**config.mk**
```make
export PLATFORM = sky130hd
export DESIGN_NAME = mci_axi_mgr_bridge
export DESIGN_NICKNAME = d
export VERILOG_FILES = /design/src/rtl/mci_axi_mgr_bridge.sv
export SDC_FILE = /design/constraint.sdc
export NUM_CORES = 1
export LEC_CHECK = 0
export BUFFER_PORTS_ARGS = -buffer_cell sky130_fd_sc_hd__buf_2
export CAP_MARGIN = 30
export CELL_PAD_IN_SITES_DETAIL_PLACEMENT = 2
export CELL_PAD_IN_SITES_GLOBAL_PLACEMENT = 2
export CORE_MARGIN = 2
export CORE_UTILIZATION = 27
export DETAILED_ROUTE_END_ITERATION = 10
export GPL_TIMING_DRIVEN = 0
export HOLD_SLACK_MARGIN = 0.08
export PLACE_DENSITY = 0.93
export SLEW_MARGIN = 20
export SYNTH_ARGS = -nofsm -noshare
export SYNTH_HDL_FRONTEND = slang
export SYNTH_SLANG_ARGS = --single-unit
```
**constraint.sdc**
```tcl
create_clock -name clk -period 9.3 [get_ports clk]
set_clock_uncertainty 0.2 [all_clocks]
set_input_delay 0.465 -clock clk [delete_from_list [all_inputs] [get_ports clk]]
set_output_delay 0.465 -clock clk [all_outputs]
set_load 0.01 [all_outputs]
```
**src/rtl/mci_axi_mgr_bridge.sv**
```systemverilog
// Single-outstanding AXI4 manager: converts one dv/hold request into a single-beat
// AXI4 read or write and returns rdata/error with a one-cycle rsp_valid pulse.
module mci_axi_mgr_bridge #(
  parameter int AW = 32,
  parameter int DW = 32,
  parameter int UW = 32,
  parameter int IW = 8,
  parameter int ID = 0
) (
  input  logic            clk,
  input  logic            rst,
  input  logic            req_dv,
  input  logic            req_write,
  input  logic [AW-1:0]   req_addr,
  input  logic [DW-1:0]   req_wdata,
  input  logic [DW/8-1:0] req_wstrb,
  input  logic [UW-1:0]   req_user,
  output logic            req_hold,
  output logic            rsp_valid,
  output logic [DW-1:0]   rsp_rdata,
  output logic            rsp_error,
  output logic            m_axi_awvalid,
  output logic [AW-1:0]   m_axi_awaddr,
  output logic [IW-1:0]   m_axi_awid,
  output logic [UW-1:0]   m_axi_awuser,
  output logic [7:0]      m_axi_awlen,
  output logic [2:0]      m_axi_awsize,
  output logic [1:0]      m_axi_awburst,
  input  logic            m_axi_awready,
  output logic            m_axi_wvalid,
  output logic [DW-1:0]   m_axi_wdata,
  output logic [DW/8-1:0] m_axi_wstrb,
  output logic            m_axi_wlast,
  input  logic            m_axi_wready,
  input  logic            m_axi_bvalid,
  input  logic [1:0]      m_axi_bresp,
  input  logic [IW-1:0]   m_axi_bid,
  output logic            m_axi_bready,
  output logic            m_axi_arvalid,
  output logic [AW-1:0]   m_axi_araddr,
  output logic [IW-1:0]   m_axi_arid,
  output logic [UW-1:0]   m_axi_aruser,
  output logic [7:0]      m_axi_arlen,
  output logic [2:0]      m_axi_arsize,
  output logic [1:0]      m_axi_arburst,
  input  logic            m_axi_arready,
  input  logic            m_axi_rvalid,
  input  logic [DW-1:0]   m_axi_rdata,
  input  logic [1:0]      m_axi_rresp,
  input  logic [IW-1:0]   m_axi_rid,
  input  logic            m_axi_rlast,
  output logic            m_axi_rready
);

  localparam int SZ = $clog2(DW/8);
  localparam logic [IW-1:0] ID_V = IW'(ID);

  typedef enum logic [2:0] {IDLE, WR_REQ, WR_RESP, RD_REQ, RD_DATA, DONE} state_e;

  state_e            state_q, state_d;
  logic              awvalid_q, awvalid_d, wvalid_q, wvalid_d, arvalid_q, arvalid_d;
  logic              bready_q, bready_d, rready_q, rready_d;
  logic              rsp_valid_q, rsp_valid_d, rsp_error_q, rsp_error_d;
  logic [DW-1:0]     rsp_rdata_q, rsp_rdata_d;
  logic [AW-1:0]     addr_q, addr_d;
  logic [DW-1:0]     wdata_q, wdata_d;
  logic [DW/8-1:0]   wstrb_q, wstrb_d;
  logic [UW-1:0]     user_q, user_d;
  logic              misaligned;
  logic              r_err;

  assign misaligned = |req_addr[SZ-1:0];
  assign r_err      = (m_axi_rresp != 2'b00) || (m_axi_rid != ID_V) || !m_axi_rlast;

  // NOTE: every variable gets a default at the top of always_comb so no path leaves it unassigned (no latch).
  always_comb begin
    state_d     = state_q;
    awvalid_d   = awvalid_q;
    wvalid_d    = wvalid_q;
    arvalid_d   = arvalid_q;
    bready_d    = bready_q;
    rready_d    = rready_q;
    rsp_valid_d = 1'b0;
    rsp_error_d = rsp_error_q;
    rsp_rdata_d = rsp_rdata_q;
    addr_d      = addr_q;
    wdata_d     = wdata_q;
    wstrb_d     = wstrb_q;
    user_d      = user_q;
    case (state_q)
      IDLE: if (req_dv) begin
        addr_d  = req_addr;
        wdata_d = req_wdata;
        wstrb_d = req_wstrb;
        user_d  = req_user;
        if (misaligned) begin
          state_d     = DONE;
          rsp_valid_d = 1'b1;
          rsp_error_d = 1'b1;
          rsp_rdata_d = '0;
        end else if (req_write) begin
          state_d   = WR_REQ;
          awvalid_d = 1'b1;
          wvalid_d  = 1'b1;
        end else begin
          state_d   = RD_REQ;
          arvalid_d = 1'b1;
        end
      end
      WR_REQ: begin
        // AW and W retire independently; a cleared valid means that channel is done.
        if (m_axi_awready) awvalid_d = 1'b0;
        if (m_axi_wready)  wvalid_d  = 1'b0;
        if ((!awvalid_q || m_axi_awready) && (!wvalid_q || m_axi_wready)) begin
          state_d  = WR_RESP;
          bready_d = 1'b1;
        end
      end
      WR_RESP: if (m_axi_bvalid) begin
        state_d     = DONE;
        bready_d    = 1'b0;
        rsp_valid_d = 1'b1;
        rsp_error_d = (m_axi_bresp != 2'b00) || (m_axi_bid != ID_V);
        rsp_rdata_d = '0;
      end
      RD_REQ: if (m_axi_arready) begin
        state_d   = RD_DATA;
        arvalid_d = 1'b0;
        rready_d  = 1'b1;
      end
      RD_DATA: if (m_axi_rvalid) begin
        state_d     = DONE;
        rready_d    = 1'b0;
        rsp_valid_d = 1'b1;
        rsp_error_d = r_err;
        rsp_rdata_d = r_err ? '0 : m_axi_rdata;
      end
      DONE: begin
        state_d     = IDLE;
        rsp_error_d = 1'b0;
        rsp_rdata_d = '0;
      end
      default: state_d = IDLE;
    endcase
  end

  // NOTE: sequential state uses non-blocking assignments so all flops update from pre-edge values.
  always_ff @(posedge clk or posedge rst) begin
    if (rst) begin
      state_q     <= IDLE;
      awvalid_q   <= 1'b0;
      wvalid_q    <= 1'b0;
      arvalid_q   <= 1'b0;
      bready_q    <= 1'b0;
      rready_q    <= 1'b0;
      rsp_valid_q <= 1'b0;
      rsp_error_q <= 1'b0;
      rsp_rdata_q <= '0;
      addr_q      <= '0;
      wdata_q     <= '0;
      wstrb_q     <= '0;
      user_q      <= '0;
    end else begin
      state_q     <= state_d;
      awvalid_q   <= awvalid_d;
      wvalid_q    <= wvalid_d;
      arvalid_q   <= arvalid_d;
      bready_q    <= bready_d;
      rready_q    <= rready_d;
      rsp_valid_q <= rsp_valid_d;
      rsp_error_q <= rsp_error_d;
      rsp_rdata_q <= rsp_rdata_d;
      addr_q      <= addr_d;
      wdata_q     <= wdata_d;
      wstrb_q     <= wstrb_d;
      user_q      <= user_d;
    end
  end

  assign req_hold      = (state_q != IDLE);
  assign rsp_valid     = rsp_valid_q;
  assign rsp_error     = rsp_error_q;
  assign rsp_rdata     = rsp_rdata_q;

  assign m_axi_awvalid = awvalid_q;
  assign m_axi_awaddr  = addr_q;
  assign m_axi_awid    = ID_V;
  assign m_axi_awuser  = user_q;
  assign m_axi_awlen   = 8'd0;
  assign m_axi_awsize  = 3'(SZ);
  assign m_axi_awburst = 2'b01;
  assign m_axi_wvalid  = wvalid_q;
  assign m_axi_wdata   = wdata_q;
  assign m_axi_wstrb   = wstrb_q;
  assign m_axi_wlast   = 1'b1;
  assign m_axi_bready  = bready_q;
  assign m_axi_arvalid = arvalid_q;
  assign m_axi_araddr  = addr_q;
  assign m_axi_arid    = ID_V;
  assign m_axi_aruser  = user_q;
  assign m_axi_arlen   = 8'd0;
  assign m_axi_arsize  = 3'(SZ);
  assign m_axi_arburst = 2'b01;
  assign m_axi_rready  = rready_q;

endmodule

```
==> run summary <==
Status = complete, no violations
Max Cap Viol = 0
CTS resizes = 0
Num CTS Buffers = 17
# H-tree levels = 4
Predominant post-synthesis flop cell = dfrtp_1
Initial DRT Pass Iterations = 4
Footprint of the multi-input gates = 2140 sq um
Yosys warns = 0
Antenna Nets Post-Route = 0
Detail Placement HPWL = 20.5 mm
RD Place Congestion = 0.802
Critical Path Sink Type = register
Post-synthesis async set-or-reset flop share = 1.00
Critical Path AT = 2.59 ns
Fin area = 10600 sq um
DRC viols = 0
Crit Path Class = register to register
DRT iter0 DRCs = 211
GR Overflow Total = 0
First-pass GRT wire length = 46.7 mm
Worst-path clk slew = 0.08 ns
F_max = 406 MHz
Total GRT Usage = 0.242
Storage element area = 3550 sq um
Leading area contributor after synthesis = dfrtp_1
Core Rows = 57
Slew Viols, Final = 0
Leakage = 5.48 nW
Worst setup SP type = register
Hold Crit Class = primary input to register
Setup_tns = 0 ns
DR vias/cell = 4.37
Top cell type's share of synthesized area = 0.535
Worst vdd ir = 0.114 mV
Most common cell in the netlist = dfrtp_1
Worst-Margin Slew = 0.796 ns
Buffer levels on the longest clock path = 2
Clock sinks = 142
Synth Area in Adders = 0
Crit path cell chain = buf_2 > nor3b_1 > and4_1 > buf_2 > clkbuf_1 > nand2_1 > mux2i_1
Area contributors post-synth = dfrtp_1 54%, buf_4 13%, mux2_1 12%
Initial antenna violation count = 6
Unique masters post-synth = 41
Synth Instances = 536
Crit-path max cell delay = 0.44 ns
Final period utilization = 0.265
Min Hold Slack = 0.0777 ns
Post-layout minimum cycle time = 2.47 ns
Worst skew pair latency = 0.42 ns
Simple-Gate Fraction of Synth Area = 0.0490
Slew headroom = 0.468
DR WL/cell = 23.5 um
Die height = 161 um
Area growth from synthesis to layout = 60.1%
Die width = 161 um
Power Dens Cells = 325 nW/um^2
DP Worst Slack = 6.70 ns
Final setup viols = 0
Synth cell count leaders = 142 x dfrtp_1, 115 x buf_4, 71 x mux2_1
R2R depth = 7
CTS root buf = clkbuf_16
Mean area per synthesized cell = 12.4 sq um
Die area = 25800 sq um
Post-synthesis xor/xnor area fraction = 0
Placed Area = 9060 sq um
Number of global-route vias before repair = 7185
Synthesized area = 6640 sq um
I/O pins = 409
Final hold violation count = 0
Compound-Gate Fraction of Synth Area = 0.0294
Crit-path max FO = 10
RSZ-0062 raised after global routing = false
TritonCTS clock tree = yes
Critical path buffers and inverters = 3
Hold path depth = 2
WP data required = 9.42 ns
Proportion of synthesized area in mux cells = 0.220
Sequential-to-total area share from yosys stat = 0.535
Delay-heaviest family, CP = simple AND/OR/NAND/NOR gates
I/O Buffers = 365
Core box area = 24200 sq um
Vias after detailed routing = 6135
Crit path depth = 7
Worst path most repeated cell = buf_2
Number of fillers in the final layout = 2567
CP max stage cell = nor3b_1
Worst Setup Slack, final = 6.83 ns
Routed WL = 33.0 mm
Starting Density = 0.274
Largest family of logic cells by synthesized area = multiplexers
Ratio of cells with drive above 1 in the final layout = 0.522
Pin count of the biggest net entering global routing = 81
Fin nets = 1220
EDFF count, synth = 0
Register bit total from synthesis = 142
[placed cells by master, fill, tap and decap left out, drive strengths merged, types with 2 or more instances in the layout]
cell type / netlist / routed
a31oi: 5 / 5
nor3: 4 / 4
nor2b: 2 / 2
a21oi: 6 / 6
clkbuf: 4 / 22
dfrtp: 142 / 142
dlygate4sd3: 0 / 96
nor4: 3 / 3
mux2i: 32 / 32
o41ai: 2 / 2
o21ai: 4 / 4
nor2: 6 / 6
a21o: 2 / 2
nand3b: 2 / 2
mux2: 101 / 101
nand2: 36 / 36
and2: 2 / 2
diode: 0 / 9
clkinvlp: 0 / 3
or3b: 2 / 2
buf: 126 / 492
conb: 2 / 43
nand2b: 2 / 2
clkinv: 0 / 2
o31ai: 2 / 2
inv: 37 / 45
[cell families (layout without fill, tap and decap cells)]
kind of cell / after synthesis / count (layout)
flip-flops: 142 / 142
buffers and inverters: 167 / 661
multiplexers: 133 / 133
AND/OR/NAND/NOR: 66 / 66
other: 2 / 52
AO/OA/AOI/OAI: 26 / 26
[timing repair]
action | in CTS | in global routing
hold endpoints to repair | 174 | 0
hold buffers | 96 | 0
buffers inserted | 0 | 0
[registers in the layout, indices dropped and copies added, names as in the netlist, 3 cells and up]
signal and cells:
m_axi_araddr 32, rsp_rdata 32, m_axi_wdata 32, m_axi_aruser 32, state_q 3, m_axi_wstrb 4
[stage by stage]
stage	cells	utilization	total power [W]
2_1_floorplan	577	-	0.00191
3_3_place_gp	1266	0.372	0.00246
3_5_place_dp	1267	0.374	0.00258
4_1_cts	1395	0.437	0.00332
5_1_grt	1404	0.438	0.00361
6_report	1404	0.438	0.00345
[report_power, final]
part / leakage, nW / internal, W / switching, W
clock network: 0.279 / 0.000386 / 0.000319
logic: 3.45 / 0.000783 / 0.000850
registers: 1.75 / 0.000865 / 0.000252
[per-layer routing]
layer / up-vias / part of all wire / track usage
met5: - / 0 / 0
met3: 83 / 0.061 / 0.0517
met1: 3065 / 0.33 / 0.236
met4: 0 / 0.049 / 0.110
met2: 312 / 0.56 / 0.484
li1: 2675 / - / -
[final timing paths]
kind	from	to	slack [ns]
max	state_q[0]$_DFFE_PP0P_	rsp_rdata[11]$_DFFE_PP0P_	6.83
min	req_user[17]	m_axi_aruser[17]$_DFFE_PP0P_	0.08
max reg2reg	state_q[0]$_DFFE_PP0P_	rsp_rdata[11]$_DFFE_PP0P_	6.83
min reg2reg	rsp_error$_DFFE_PP0P_	rsp_error$_DFFE_PP0P_	0.30
max in group asynchronous	rst	m_axi_aruser[2]$_DFFE_PP0P_	7.67
min in group asynchronous	rst	m_axi_araddr[23]$_DFFE_PP0P_	0.47
[final cells by class]
cell class	instances	share of cell area
repair buffers	462	0.265
clock buffers	18	0.0413
inverters	37	0.0138
well taps	324	0.0382
plain buffers	130	0.0902
flip-flops and latches	142	0.334
multi-input cells	268	0.201
diodes	9	0.00212
clock inverters	14	0.0137
Note: power is estimated with default switching activity, not from simulation.
